$ cat config.mk
export PLATFORM = sky130hd
export DESIGN_NAME = reg_bank_ctl
export DESIGN_NICKNAME = d
export VERILOG_FILES = /design/src/rtl/reg_bank_ctl.sv
export SDC_FILE = /design/constraint.sdc
export NUM_CORES = 1
export LEC_CHECK = 0
export CAP_MARGIN = 25
export CORE_ASPECT_RATIO = 0.5
export CORE_MARGIN = 1.5
export CORE_UTILIZATION = 40
export DETAILED_ROUTE_END_ITERATION = 8
export PLACE_DENSITY = 0.66
export REMOVE_ABC_BUFFERS = 1
export SLEW_MARGIN = 0
export SYNTH_ARGS = -nofsm -noshare
export SYNTH_HDL_FRONTEND = slang
export SYNTH_SLANG_ARGS = --single-unit
export TNS_END_PERCENT = 1
$ cat constraint.sdc
create_clock -name Clk_reg -period 32.7 [get_ports Clk_reg]
set_clock_uncertainty 0.05 [all_clocks]
set_input_delay 9.81 -clock Clk_reg [delete_from_list [all_inputs] [get_ports Clk_reg]]
set_output_delay 9.81 -clock Clk_reg [all_outputs]
set_load 0.01 [all_outputs]
$ cat src/rtl/reg_bank_ctl.sv
// -----------------------------------------------------------------------------
// reg_bank_ctl
//   CPU register bank for the MAC host interface. It holds NREG registers of
//   DW bits. Each register has its own reset value, and a register can be made
//   self-clearing. The bank also contains an indirect RMON counter read engine
//   that sits behind a three-index window.
//
//   Bus accesses are edge-qualified. An access commits once, on the first
//   Clk_reg edge at which CSB is sampled low after having been high. Ack pulses
//   for one cycle after each commit.
//
//   Counter window (indices WIN_IDX .. WIN_IDX+2):
//     WIN_IDX   write: command, with the counter address in CD_in[CNT_AW-1:0]
//               read : status {0.., ovr, tmo, done, busy}; a read clears ovr
//     WIN_IDX+1 read : shadow[DW-1:0]
//     WIN_IDX+2 read : shadow[2*DW-1:DW]
//   No storage exists behind the window. The Reg_flat slices for the window
//   indices always equal their INIT_VEC slices.
//
//   Optional feature: define REG_BANK_WLOCK_EN to enable the write lock.
//   Register LOCK_IDX bit0 is the lock. While the lock is set, storage writes
//   to any index other than LOCK_IDX are dropped and wlerr (LOCK_IDX bit15)
//   sets. Writing LOCK_IDX with bit15=1 clears wlerr. This feature needs
//   DW >= 16.
//
// Ports
//   Clk_reg       in   register clock
//   Reset         in   asynchronous active-high reset
//   CSB           in   chip select, active low
//   WRB           in   0 = write, 1 = read
//   CA[AW]        in   byte address; register index = CA[AW-1:1]
//   CD_in[DW]     in   write data
//   CD_out[DW]    out  registered read data, held while CSB stays low
//   Ack           out  one-cycle access acknowledge
//   Reg_flat      out  all register values, register i at [i*DW +: DW]
//   Cnt_rd_addr   out  counter address to RMON
//   Cnt_rd_apply  out  counter read request
//   Cnt_rd_grant  in   RMON grant, one-cycle pulse
//   Cnt_rd_dout   in   counter value, valid together with the grant
// -----------------------------------------------------------------------------
module reg_bank_ctl #(
   parameter int                 DW       = 16,
   parameter int                 AW       = 8,
   parameter int                 NREG     = 35,
   parameter logic [NREG*DW-1:0] INIT_VEC = '0,
   parameter logic [NREG-1:0]    SC_MASK  = '0,
   parameter int                 WIN_IDX  = 30,
   parameter int                 CNT_AW   = 6,
   parameter int                 TMO      = 255,
   parameter int                 LOCK_IDX = 34
) (
   input  logic                 Clk_reg,
   input  logic                 Reset,
   input  logic                 CSB,
   input  logic                 WRB,
   input  logic [AW-1:0]        CA,
   input  logic [DW-1:0]        CD_in,
   output logic [DW-1:0]        CD_out,
   output logic                 Ack,
   output logic [NREG*DW-1:0]   Reg_flat,
   output logic [CNT_AW-1:0]    Cnt_rd_addr,
   output logic                 Cnt_rd_apply,
   input  logic                 Cnt_rd_grant,
   input  logic [2*DW-1:0]      Cnt_rd_dout
);

   localparam logic [31:0] IDX_CMD  = 32'(WIN_IDX);
   localparam logic [31:0] IDX_SLO  = 32'(WIN_IDX + 1);
   localparam logic [31:0] IDX_SHI  = 32'(WIN_IDX + 2);
   localparam logic [31:0] IDX_NREG = 32'(NREG);
   localparam logic [15:0] TMO_LAST = 16'(TMO - 1);

   typedef enum logic [1:0] {
      ST_IDLE,
      ST_REQ,
      ST_DONE
   } cnt_state_e;

   function automatic logic is_win(input logic [31:0] ix);
      return (ix >= IDX_CMD) && (ix <= IDX_SHI);
   endfunction

   // ---------------------------------------------------------------------------
   // Access qualification
   // ---------------------------------------------------------------------------
   logic          cs_d;
   logic          start;
   logic          wr_stb;
   logic          rd_stb;
   logic [AW-2:0] ca_idx;
   logic [31:0]   idx_u;
   logic          cmd_wr;
   logic          stat_rd;
   logic          store_wr;
   logic          unused_ca0;

   assign ca_idx     = CA[AW-1:1];
   assign idx_u      = 32'(ca_idx);
   assign unused_ca0 = CA[0];

   // A start needs CSB to have been high at the previous edge. Holding CSB low
   // therefore commits exactly once.
   assign start   = !CSB && cs_d;
   assign wr_stb  = start && !WRB;
   assign rd_stb  = start &&  WRB;
   assign cmd_wr  = wr_stb && (idx_u == IDX_CMD);
   assign stat_rd = rd_stb && (idx_u == IDX_CMD);

   // NOTE: sequential state is updated only with non-blocking assignments, so
   // every flop samples its pre-edge inputs no matter how the blocks are
   // ordered.
   always_ff @(posedge Clk_reg or posedge Reset) begin
      if (Reset) begin
         cs_d <= 1'b1;
         Ack  <= 1'b0;
      end else begin
         cs_d <= CSB;
         Ack  <= start;
      end
   end

   // ---------------------------------------------------------------------------
   // Optional write lock
   // ---------------------------------------------------------------------------
   logic [DW-1:0] reg_q [NREG];

`ifdef REG_BANK_WLOCK_EN
   logic          lock_on;
   logic          wlerr_set;
   logic [DW-1:0] lock_wr_val;

   assign lock_on  = reg_q[LOCK_IDX][0];
   // While locked, only LOCK_IDX itself and the window stay writable.
   assign store_wr = wr_stb && !lock_on;
   assign wlerr_set = wr_stb && lock_on && (idx_u < IDX_NREG) && !is_win(idx_u)
                      && (idx_u != 32'(LOCK_IDX));

   // Writing bit15=1 clears wlerr. Writing bit15=0 leaves wlerr as it was.
   always_comb begin
      lock_wr_val     = CD_in;
      lock_wr_val[15] = CD_in[15] ? 1'b0 : reg_q[LOCK_IDX][15];
   end
`else
   assign store_wr = wr_stb;
`endif

   // ---------------------------------------------------------------------------
   // Register storage
   // ---------------------------------------------------------------------------
   // NOTE: every storage register is reset to its INIT_VEC slice. This is a
   // control register file, not a RAM, so software relies on known values
   // straight out of reset.
   always_ff @(posedge Clk_reg or posedge Reset) begin
      if (Reset) begin
         for (int i = 0; i < NREG; i++) begin
            reg_q[i] <= INIT_VEC[i*DW +: DW];
         end
      end else begin
         for (int i = 0; i < NREG; i++) begin
            if (is_win(32'(i))) begin
               // Window indices have no storage and stay at their INIT value.
               reg_q[i] <= INIT_VEC[i*DW +: DW];
            end
`ifdef REG_BANK_WLOCK_EN
            else if (i == LOCK_IDX) begin
               if (wr_stb && (idx_u == 32'(i))) begin
                  reg_q[i] <= lock_wr_val;
               end else if (wlerr_set) begin
                  reg_q[i][15] <= 1'b1;
               end else if (SC_MASK[i]) begin
                  reg_q[i] <= INIT_VEC[i*DW +: DW];
               end
            end
`endif
            else if (store_wr && (idx_u == 32'(i))) begin
               reg_q[i] <= CD_in;
            end else if (SC_MASK[i]) begin
               // A self-clearing register shows a written value for one cycle.
               reg_q[i] <= INIT_VEC[i*DW +: DW];
            end
         end
      end
   end

   for (genvar g = 0; g < NREG; g++) begin : g_flat
      assign Reg_flat[g*DW +: DW] = reg_q[g];
   end

   // ---------------------------------------------------------------------------
   // Counter read engine
   // ---------------------------------------------------------------------------
   cnt_state_e       state_q, state_d;
   logic [15:0]      timer_q;
   logic [2*DW-1:0]  shadow_q;
   logic             busy_q, done_q, tmo_q, ovr_q;
   logic             accept_cmd, grant_ok, timeout, ovr_set;
   logic [DW-1:0]    status;

   assign status       = {{(DW-4){1'b0}}, ovr_q, tmo_q, done_q, busy_q};
   assign Cnt_rd_apply = (state_q == ST_REQ);

   always_ff @(posedge Clk_reg or posedge Reset) begin
      if (Reset) state_q <= ST_IDLE;
      else       state_q <= state_d;
   end

   // NOTE: every signal driven by a combinational block gets its default value
   // first, so no path through the case can leave one unassigned and infer a
   // latch.
   always_comb begin
      state_d    = state_q;
      accept_cmd = 1'b0;
      grant_ok   = 1'b0;
      timeout    = 1'b0;
      ovr_set    = 1'b0;
      case (state_q)
         ST_IDLE: begin
            if (cmd_wr) begin
               accept_cmd = 1'b1;
               state_d    = ST_REQ;
            end
         end
         ST_REQ: begin
            if (cmd_wr) ovr_set = 1'b1;
            // The grant takes priority, so a grant in the cycle that would time
            // out still counts as success.
            if (Cnt_rd_grant) begin
               grant_ok = 1'b1;
               state_d  = ST_DONE;
            end else if (timer_q == TMO_LAST) begin
               timeout = 1'b1;
               state_d = ST_DONE;
            end
         end
         ST_DONE: begin
            // busy is already clear here, so a new command is accepted.
            if (cmd_wr) begin
               accept_cmd = 1'b1;
               state_d    = ST_REQ;
            end else begin
               state_d = ST_IDLE;
            end
         end
         default: state_d = ST_IDLE;
      endcase
   end

   always_ff @(posedge Clk_reg or posedge Reset) begin
      if (Reset) begin
         Cnt_rd_addr <= '0;
         timer_q     <= '0;
         shadow_q    <= '0;
         busy_q      <= 1'b0;
         done_q      <= 1'b0;
         tmo_q       <= 1'b0;
         ovr_q       <= 1'b0;
      end else begin
         if (accept_cmd) begin
            Cnt_rd_addr <= CD_in[CNT_AW-1:0];
            timer_q     <= '0;
            busy_q      <= 1'b1;
            done_q      <= 1'b0;
            tmo_q       <= 1'b0;
         end else if (state_q == ST_REQ) begin
            timer_q <= timer_q + 16'd1;
         end
         if (grant_ok) begin
            shadow_q <= Cnt_rd_dout;
            busy_q   <= 1'b0;
            done_q   <= 1'b1;
         end
         if (timeout) begin
            busy_q <= 1'b0;
            tmo_q  <= 1'b1;
         end
         // A status read clears ovr on the same edge that CD_out captures it.
         if (ovr_set)      ovr_q <= 1'b1;
         else if (stat_rd) ovr_q <= 1'b0;
      end
   end

   // ---------------------------------------------------------------------------
   // Read path
   // ---------------------------------------------------------------------------
   logic [DW-1:0] rd_val;

   always_comb begin
      rd_val = '0;
      if (idx_u == IDX_CMD) begin
         rd_val = status;
      end else if (idx_u == IDX_SLO) begin
         rd_val = shadow_q[DW-1:0];
      end else if (idx_u == IDX_SHI) begin
         rd_val = shadow_q[2*DW-1:DW];
      end else begin
         for (int i = 0; i < NREG; i++) begin
            if (idx_u == 32'(i)) rd_val = reg_q[i];
         end
      end
   end

   // Read data stays on CD_out until the bus releases CSB.
   always_ff @(posedge Clk_reg or posedge Reset) begin
      if (Reset)       CD_out <= '0;
      else if (CSB)    CD_out <= '0;
      else if (rd_stb) CD_out <= rd_val;
   end

endmodule

==> qor.csv, run 1 <==
metric,value,unit
status,finished clean,
core area,67200,um^2
vias per inst,6.25,
Cell variety after synth,80,
htree depth,2,
P_leak,16.3,nW
Horiz. Die Dim,372,um
Setup TNS,0,ns
I/O pins,645,
f_max,73.5,MHz
register bit total from synthesis,590,
placed cell count,3521,
chip height,188,um
CP top delay family,buffers and inverters,
DRC,0,
Main synth FF type,dfrtp_1,
Final setup viols,0,
critical path cell sequence,"buf_4, buf_4, buf_4, or4b_1, nor2_1, buf_4, nand2_1, mux2_2",
Port Buffer Count,595,
"Period Utilization, post-route",41.6,%
gr ovfl total,0,
global-route wire length before repair,174000,um
all-layer global routing usage,35.0,%
critical path class,in2reg,
Synth async-reset ratio,100,%
post-CTS setup buffers,0,
CTS resizes,0,
Worst EP arrival,14.04,ns
Root Buffer,clkbuf_16,
Row Count,67,
actual slew at the worst max-slew pin,1.08,ns
clk_lat worst skew,0.64,ns
Final ANT Viol Nets,0,
maximum root-to-sink buffer count,3,
Syn. warnings,0,
share of layout cells above drive strength 1,29.8,%
initial antenna violation count,15,
CP max FO,31,
fin crit period,13.60,ns
Final Net Count,2756,
total wire length,125000,um
"Seq/Total Area, Yosys",54.1,%
Worst Hold Class,reg2reg,
TritonCTS Buffers,55,
Slew Limit Fails,0,
vias in the first global route,21800,
max_slew headroom,26.2,%
Non-Filler Instances,3642,
Initial Util,40.6,%
vias,22800,
Hold Fails Final Rpt,0,
Avg Inst Size Synth,12.9,um^2
Worst setup SP type,input port,
pin count of the biggest net entering global routing,109,
Pwr Density,44.4,nW/um^2
utilization after layout,54.0,%
Layout fillers,5732,
hpwl dp,88000,um
CP dominant cell by count,buf_4,
CP Data Required Time,33.14,ns
RSZ-0062 raised after global routing,no,
Worst setup EP type,flop,
TritonRoute pass-1 iters,6,
Wirelength per Cell,34.3,um
CTS tree,built,
PnR Total Power,1.61,mW
"Clk pin slew, worst setup/hold paths",0.07,ns
max_cap viols,0,
gpl congestion,0.964,
Post-synth EDFFs,0,
Worst VDD drop,0.0000329,V
Die ar.,69900,um^2
Synth Cell Area,27300,um^2
Critical Path Max Stage Delay,0.71,ns
synthesized netlist cell count,2120,
clk sinks,590,
"slowest stage cell, crit path",nand2_1,
Iteration-0 DRC Markers,2917,
area grow syn2layout,32.9,%
CP bufs+invs,4,
Post-CTS Hold Fix Bufs,0,
==> final timing paths <==
| kind | to | start | cells past startpoint | slack, ns |
|---|---|---|---|---|
| setup / recovery | Reg_flat[559]$_DFFE_PP0P_ | CA[2] | 8 | 19.10 |
| hold / removal | Cnt_rd_addr[4]$_DFFE_PP0P_ | Cnt_rd_addr[4]$_DFFE_PP0P_ | 2 | 0.44 |
| setup reg to reg | CD_out[13]$_DFFE_PP0P_ | Reg_flat[445]$_DFFE_PP0P_ | 5 | 29.68 |
| hold reg to reg | Cnt_rd_addr[4]$_DFFE_PP0P_ | Cnt_rd_addr[4]$_DFFE_PP0P_ | 2 | 0.44 |
| max in group asynchronous | Reg_flat[356]$_DFFE_PP0P_ | Reset | 8 | 19.45 |
| min in group asynchronous | Cnt_rd_addr[1]$_DFFE_PP0P_ | Reset | 2 | 9.68 |
==> cell type report <==
| class | count | area [um^2] | share of cell area [%] |
|---|---|---|---|
| diodes | 8 | 20.0 | 0.0552 |
| well taps | 897 | 1120 | 3.09 |
| repair buffers | 692 | 6780 | 18.7 |
| flip-flops and latches | 590 | 14800 | 40.7 |
| inverters | 7 | 33.8 | 0.0931 |
| multi-input cells | 1347 | 11700 | 32.2 |
| clock buffers | 84 | 1670 | 4.59 |
| clock inverters | 17 | 208 | 0.572 |
==> worst register-to-register path: stages, from the launching register on <==
cell,delay [ns]
dfrtp_1,0.40
mux4_2,0.57
a221o_1,0.37
a2111oi_0,0.94
o221a_2,0.44
o211ai_1,0.10
==> kinds of logic after synthesis <==
| logic type | share of synthesized area [%] |
|---|---|
| xor+xnor | 0.417 |
| other cells | 0.0137 |
| compound gates | 9.76 |
| buf+inv | 4.24 |
| fa+ha+maj | 0.0916 |
| mux | 24.7 |
| simple gates | 6.66 |
| flops | 54.1 |
==> synthesized netlist by cell type, types with 15 or more instances <==
cell      number  share of area [%]
o211ai_1      17               0.47
a31oi_1       16               0.37
nand3_1       35               0.64
nor2_1        75                1.0
mux2_2       553                 23
o22ai_1       19               0.44
a221oi_1      19               0.61
o21ai_0       33               0.60
dfrtp_1      589                 54
a21oi_1       35               0.64
nand2_1       94                1.3
a22o_1        23               0.74
buf_4         55                1.5
a211oi_1      15               0.41
nor4_1        15               0.34
a22oi_1       75                2.1
nor3_1        15               0.27
mux4_2        17                1.4
buf_1         17               0.23
nand4_1       27               0.62
buf_2         65                1.2
clkbuf_1      85                1.2
a32oi_1       21               0.67
==> power by group <==
part,internal (mW),switching [mW]
Sequential,0.752,0.0201
Combinational,0.0628,0.0954
Clock,0.382,0.300
Total,1.20,0.416
==> layout by cell type (no fill, tap or decap), drive strengths merged, types with 5 or more instances in the layout <==
cell and instances:
xor2 10, mux2 553, dfrtp 589, a22o 23, nor4 15, o22ai 19
nand2 99, and3 5, a21oi 35, a31oi 16, a221o 7, nor2 80
diode 8, a221oi 19, o21ai 34, nor2b 9, clkdlybuf4s50 591, nand4 27
a32oi 21, nand2b 6, nor3 28, a211oi 15, clkinv 16, o221ai 7
nor3b 5, mux2i 14, clkbuf 88, and2 5, conb 48, mux4 17
o211ai 17, a222oi 12, a211o 6, o31ai 8, nand3 38, a22oi 75
o2bb2ai 14, buf 97
==> layer usage <==
metal	wire (um)	GRT usage [%]	share of wire (%)	vias up
li1	-	-	-	8971
met1	45700	44.1	37	11900
met2	57800	54.1	46	1488
met3	12500	9.03	10	360
met4	8760	21.5	7.0	6
met5	57	0	0.046	-
==> state kept, by name, indices dropped and copies added, names as in the netlist <==
register	flops
Ack	1
CD_out	16
Cnt_rd_addr	6
Reg_flat	512
busy_q	1
cs_d	1
done_q	1
ovr_q	1
shadow_q	32
state_q	2
timer_q	16
tmo_q	1
==> metrics by stage <==
step	worst slack, ns	area (um^2)	hold WS [ns]
CTS	18.63	36100	0.435
global placement	17.98	34100	0.419
floorplan	6.33	26300	0.416
global route	18.91	36300	0.461
finish	19.10	36300	0.436
detailed placement	17.94	34300	0.419
Note: power is estimated with default switching activity, not from simulation.
==> inputs of run 2 (changes only) <==
--- a/config.mk
+++ b/config.mk
@@ -10,7 +10,7 @@
 export CORE_MARGIN = 1.5
 export CORE_UTILIZATION = 40
 export DETAILED_ROUTE_END_ITERATION = 8
-export PLACE_DENSITY = 0.66
+export PLACE_DENSITY = 0.69
 export REMOVE_ABC_BUFFERS = 1
 export SLEW_MARGIN = 0
 export SYNTH_ARGS = -nofsm -noshare
==> constraint.sdc (replaced) <==
create_clock -name Clk_reg -period 11.53 [get_ports Clk_reg]
set_clock_uncertainty 0.05 [all_clocks]
set_input_delay 3.459 -clock Clk_reg [delete_from_list [all_inputs] [get_ports Clk_reg]]
set_output_delay 3.459 -clock Clk_reg [all_outputs]
set_load 0.01 [all_outputs]
==> run 2 against run 1 <==
Hold slack lost 0.0028 ns. Total power rose to 2.8 times the previous value. Via count about the same. First-iteration DRC count is 3.1% higher. Highest routed layer unchanged.
==> qor.csv, run 2 (synthesized netlist as in run 1, its figures left out) <==
metric,value,unit,change
Horiz. Die Dim,372,um,unchanged
clk sinks,590,,unchanged
I/O pins,645,,unchanged
Post-CTS Hold Fix Bufs,0,,unchanged
Placed Area,34200,um^2,about the same
RSZ-0062 raised after global routing,no,,
total wire length,123000,um,-1.4%
core area,67200,um^2,unchanged
Worst VDD drop,0.000104,V,+220%
max_slew headroom,14.5,%,-12 points
CP top delay family,simple AND/OR/NAND/NOR gates,,
all-layer global routing usage,34.2,%,-0.82 points
CP dominant cell by count,buf_4,,
vias per inst,6.27,,+0.26%
pin count of the biggest net entering global routing,171,,+57%
"Period Utilization, post-route",63.5,%,
f_max,137,MHz,
Worst setup EP type,flop,,
chip height,188,um,unchanged
htree depth,2,,unchanged
placed cell count,3519,,-0.057%
hpwl dp,86600,um,-1.6%
initial antenna violation count,8,,-7
CTS resizes,0,,unchanged
Final Net Count,2746,,-0.36%
global-route wire length before repair,169000,um,-2.5%
DRC,0,,unchanged
vias,22700,,-0.070%
Pwr Density,125,nW/um^2,+180%
share of layout cells above drive strength 1,29.2,%,-0.55 points
post-CTS setup buffers,0,,unchanged
Critical Path Max Stage Delay,0.98,ns,+0.27 ns
Die ar.,69900,um^2,unchanged
clk_lat worst skew,0.61,ns,-0.03 ns
Row Count,67,,unchanged
"commonest non-fill, non-tap cell in the layout",clkdlybuf4s50_1,,
Non-Filler Instances,3630,,-0.33%
final instance area,36100,um^2,-0.41%
Worst EP arrival,7.75,ns,-6.29 ns
Initial Util,40.6,%,unchanged
gr ovfl total,0,,unchanged
Port Buffer Count,595,,unchanged
CP Data Required Time,11.96,ns,-21.18 ns
actual slew at the worst max-slew pin,1.25,ns,+0.170 ns
CP max FO,40,,+29%
critical path class,in2reg,,
vias in the first global route,21600,,-0.88%
Wirelength per Cell,33.9,um,-1.1%
"Clk pin slew, worst setup/hold paths",0.07,ns,about the same
Worst Hold Class,reg2reg,,
fin crit period,7.33,ns,
P_leak,16.2,nW,-0.47%
CTS tree,built,,
most frequent cells in the layout,"591 x clkdlybuf4s50_1, 589 x dfrtp_1, 553 x mux2_2",,
max_cap viols,0,,unchanged
Setup TNS,0,ns,unchanged
max reg flops,512,,unchanged
Root Buffer,clkbuf_16,,
utilization after layout,53.7,%,-0.22 points
TritonCTS Buffers,55,,unchanged
critical path cell sequence,"buf_4, buf_4, nand2_1, nor3_2, and2_1, mux2_2",,
Final setup viols,0,,unchanged
gpl congestion,0.964,,about the same
Final ANT Viol Nets,0,,unchanged
Slew Limit Fails,0,,unchanged
CP bufs+invs,2,,-2
"slowest stage cell, crit path",and2_1,,
Worst setup SP type,input port,,
Hold Slack,0.434,ns,-0.00282 ns
status,finished clean,,
Iteration-0 DRC Markers,3006,,+3.1%
TritonRoute pass-1 iters,8,,+2
Hold Fails Final Rpt,0,,unchanged
area grow syn2layout,32.3,%,
maximum root-to-sink buffer count,3,,unchanged
==> run 2: cell types whose count changed in the layout (fill, tap and decap cells not counted), moves of 3 or more <==
cell | before | now
buf_8 | 6 | 1
clkbuf_1 | 11 | 17
clkinv_2 | 11 | 7
buf_4 | 82 | 79
==> run 2: per-stage QoR <==
stage	total power, mW	worst slack (ns)
3_3_place_gp	2.65	3.85
6_report	4.52	4.20
4_1_cts	4.52	4.42
2_1_floorplan	2.38	-8.49
3_5_place_dp	2.66	3.82
5_1_grt	4.63	4.36
==> run 2: worst min-delay path: stages (launching register included) <==
cell and delay, ns:
dfrtp_1 0.35, nand2_1 0.05, nand2_1 0.05
==> run 2: path summary, 6_finish.rpt <==
check | startpoint | endpoint | slack [ns] | cells past startpoint
max | CA[2] | Reg_flat[379]$_DFFE_PP0P_ | 4.20 | 6
min | Cnt_rd_addr[0]$_DFFE_PP0P_ | Cnt_rd_addr[0]$_DFFE_PP0P_ | 0.43 | 2
max reg2reg | Reg_flat[445]$_DFFE_PP0P_ | CD_out[13]$_DFFE_PP0P_ | 8.37 | 5
min reg2reg | Cnt_rd_addr[0]$_DFFE_PP0P_ | Cnt_rd_addr[0]$_DFFE_PP0P_ | 0.43 | 2
max in group asynchronous | Reset | Reg_flat[332]$_DFFE_PP0P_ | 6.40 | 3
min in group asynchronous | Reset | Reg_flat[44]$_DFFE_PP0P_ | 3.43 | 2
==> run 2: cell type report <==
cell class,instances,area (um^2)
Fill cell,5704,31100
Clock buffer,91,1720
Antenna cell,6,15.0
Sequential cell,590,14800
Timing Repair Buffer,682,6700
Multi-Input combinational cell,1347,11700
Inverter,7,33.8
Tap cell,897,1120
Clock inverter,10,104
==> run 2: per-layer routing <==
metal  vias up  GRT usage (%)  wire [um]  share of wire (%)
met5         -              0         26              0.021
met4         4           22.3       9530                7.7
met3       388           8.87      12900                 10
met2      1541           53.0      56800                 46
met1     11900           42.3      43900                 36
li1       8949              -          -                  -
==> run 2: power by group <==
part / total [mW] / switching, mW / internal, mW
combinational: 0.443 / 0.267 / 0.176
sequential: 2.19 / 0.0584 / 2.13
clock: 1.89 / 0.829 / 1.06
==> inputs of run 3 (changes only) <==
--- a/config.mk
+++ b/config.mk
@@ -10,7 +10,7 @@
 export CORE_MARGIN = 1.5
 export CORE_UTILIZATION = 40
 export DETAILED_ROUTE_END_ITERATION = 8
-export PLACE_DENSITY = 0.69
+export PLACE_DENSITY = 0.66
 export REMOVE_ABC_BUFFERS = 1
 export SLEW_MARGIN = 0
 export SYNTH_ARGS = -nofsm -noshare
==> constraint.sdc (replaced) <==
create_clock -name Clk_reg -period 7.6 [get_ports Clk_reg]
set_clock_uncertainty 0.05 [all_clocks]
set_input_delay 2.28 -clock Clk_reg [delete_from_list [all_inputs] [get_ports Clk_reg]]
set_output_delay 2.28 -clock Clk_reg [all_outputs]
set_load 0.01 [all_outputs]
==> run 3 against run 2 <==
Setup slack worse by 2.5 ns. Sequential share of layout area is 0.31 points lower. Highest routed layer unchanged. First-iteration DRC count is 1.8% higher. Combinational power is 53% higher. Via count is 0.21% lower. Critical path depth is 1 higher. Critical endpoint is now CD_out[6]$_DFFE_PP0P_. Count of clock-buffer cells in the layout is 13 lower. Global-route usage is 0.75 points higher.
==> qor.csv, run 3 (synthesized netlist as in run 1, its figures left out) <==
metric,value,unit,change
status,finished clean,,
RSZ-0062 raised after global routing,no,,
Slew Limit Fails,0,,unchanged
DRC,0,,unchanged
final instance area,36400,um^2,+0.75%
core area,67200,um^2,unchanged
CP max FO,11,,-73%
placed cell count,3531,,+0.34%
Worst Hold Class,reg2reg,,
most frequent cells in the layout,"592 x clkdlybuf4s50_1, 589 x dfrtp_1, 553 x mux2_2",,
Placed Area,34300,um^2,+0.34%
Non-Filler Instances,3654,,+0.66%
Horiz. Die Dim,372,um,unchanged
Wirelength per Cell,34.1,um,+0.65%
post-CTS setup buffers,0,,unchanged
TritonRoute pass-1 iters,6,,-2
CTS tree,built,,
gr ovfl total,0,,unchanged
clk_lat worst skew,0.63,ns,+0.02 ns
area grow syn2layout,33.3,%,
fin crit period,5.85,ns,
gpl congestion,0.981,,+1.8%
Die ar.,69900,um^2,unchanged
Final setup viols,0,,unchanged
pin count of the biggest net entering global routing,149,,-13%
vias,22700,,-0.21%
total wire length,125000,um,+1.3%
P_leak,16.4,nW,+0.89%
Port Buffer Count,595,,unchanged
"Clk pin slew, worst setup/hold paths",0.06,ns,about the same
all-layer global routing usage,35.0,%,+0.75 points
actual slew at the worst max-slew pin,1.29,ns,+0.0363 ns
vias in the first global route,21900,,+1.1%
Worst VDD drop,0.000171,V,+64%
Pwr Density,194,nW/um^2,+55%
Layout fillers,5754,,+0.88%
Worst setup EP type,flop,,
Iteration-0 DRC Markers,3060,,+1.8%
Initial Util,40.6,%,unchanged
Hold Fails Final Rpt,0,,unchanged
global-route wire length before repair,173000,um,+2.2%
"commonest non-fill, non-tap cell in the layout",clkdlybuf4s50_1,,
TritonCTS Buffers,56,,+1.8%
max reg flops,512,,unchanged
CP Data Required Time,7.99,ns,-3.97 ns
chip height,188,um,unchanged
maximum root-to-sink buffer count,3,,unchanged
"Period Utilization, post-route",76.9,%,
max_slew headroom,13.5,%,-1.1 points
f_max,171,MHz,
Root Buffer,clkbuf_16,,
Worst setup SP type,input port,,
Final Net Count,2762,,+0.58%
clk sinks,590,,unchanged
Post-CTS Hold Fix Bufs,0,,unchanged
Hold Slack,0.429,ns,-0.00510 ns
Worst EP arrival,6.24,ns,-1.51 ns
critical path class,in2reg,,
CTS resizes,0,,unchanged
vias per inst,6.21,,-0.86%
PnR Total Power,7.06,mW,+56%
Row Count,67,,unchanged
share of layout cells above drive strength 1,30.1,%,+0.88 points
max_cap viols,0,,unchanged
I/O pins,645,,unchanged
Final ANT Viol Nets,0,,unchanged
initial antenna violation count,12,,+4
hpwl dp,88900,um,+2.7%
htree depth,2,,unchanged
run 3: cell count changes in the layout (fill, tap and decap cells not counted), moves of 2 or more:
cell	delta
clkbuf_1	-11
clkinvlp_4	+3
bufinv_16	+4
inv_6	+3
buf_12	+3
buf_4	+12
buf_16	-2
diode_2	+4
clkinv_2	+6
clkinv_4	+2
clkbuf_8	-2
run 3: worst max-delay path, stage by stage:
cell             delay, ns
clkdlybuf4s50_1       0.85
buf_4                 0.42
nand3b_1              0.67
a2bb2oi_1             0.52
nand4_1               0.27
nor4_1                1.08
o31ai_1               0.12
run 3: worst paths after layout:
path                                                  from  slack (ns)                         end  cells past startpoint
worst max-delay path                                 CA[4]        1.75       CD_out[6]$_DFFE_PP0P_                      7
worst min-delay path            Cnt_rd_addr[3]$_DFFE_PP0P_        0.43  Cnt_rd_addr[3]$_DFFE_PP0P_                      2
worst max register to register   Reg_flat[166]$_DFFE_PP0P_        4.48       CD_out[6]$_DFFE_PP0P_                      5
worst min register to register  Cnt_rd_addr[3]$_DFFE_PP0P_        0.43  Cnt_rd_addr[3]$_DFFE_PP0P_                      2
max in group asynchronous                            Reset        4.02   Reg_flat[168]$_DFFE_PP0P_                      3
min in group asynchronous                            Reset        2.14     timer_q[13]$_DFFE_PP0P_                      2
run 3: power breakdown:
part / leakage [nW] / internal, mW / total (mW) / switching, mW
combinational: 7.28 / 0.271 / 0.679 / 0.408
clock: 0.979 / 1.73 / 3.06 / 1.33
sequential: 8.12 / 3.23 / 3.32 / 0.0878
run 3: routing by layer:
| layer | wire [um] | track usage (%) |
|---|---|---|
| met3 | 13000 | 9.28 |
| met2 | 57700 | 54.7 |
| met5 | 169 | 1.44 |
| met1 | 45500 | 43.7 |
| met4 | 8360 | 19.7 |
run 3: through the flow:
| stage | TNS [ns] | util (%) | worst slack, ns |
|---|---|---|---|
| 2_1_floorplan | -6626.61 | - | -11.24 |
| 3_3_place_gp | 0 | 51.0 | 1.48 |
| 3_5_place_dp | 0 | 51.1 | 1.45 |
| 4_1_cts | 0 | 54.0 | 2.08 |
| 5_1_grt | 0 | 54.1 | 1.84 |
| 6_report | 0 | 54.1 | 1.75 |
run 3: layout make-up:
cell class,count,area (um^2),share of cell area [%]
Timing Repair Buffer,697,6810,18.7
Clock inverter,28,320,0.880
Clock buffer,78,1660,4.55
Tap cell,897,1120,3.08
Sequential cell,590,14800,40.6
Inverter,7,33.8,0.0928
Antenna cell,10,25.0,0.0687
Multi-Input combinational cell,1347,11700,32.1
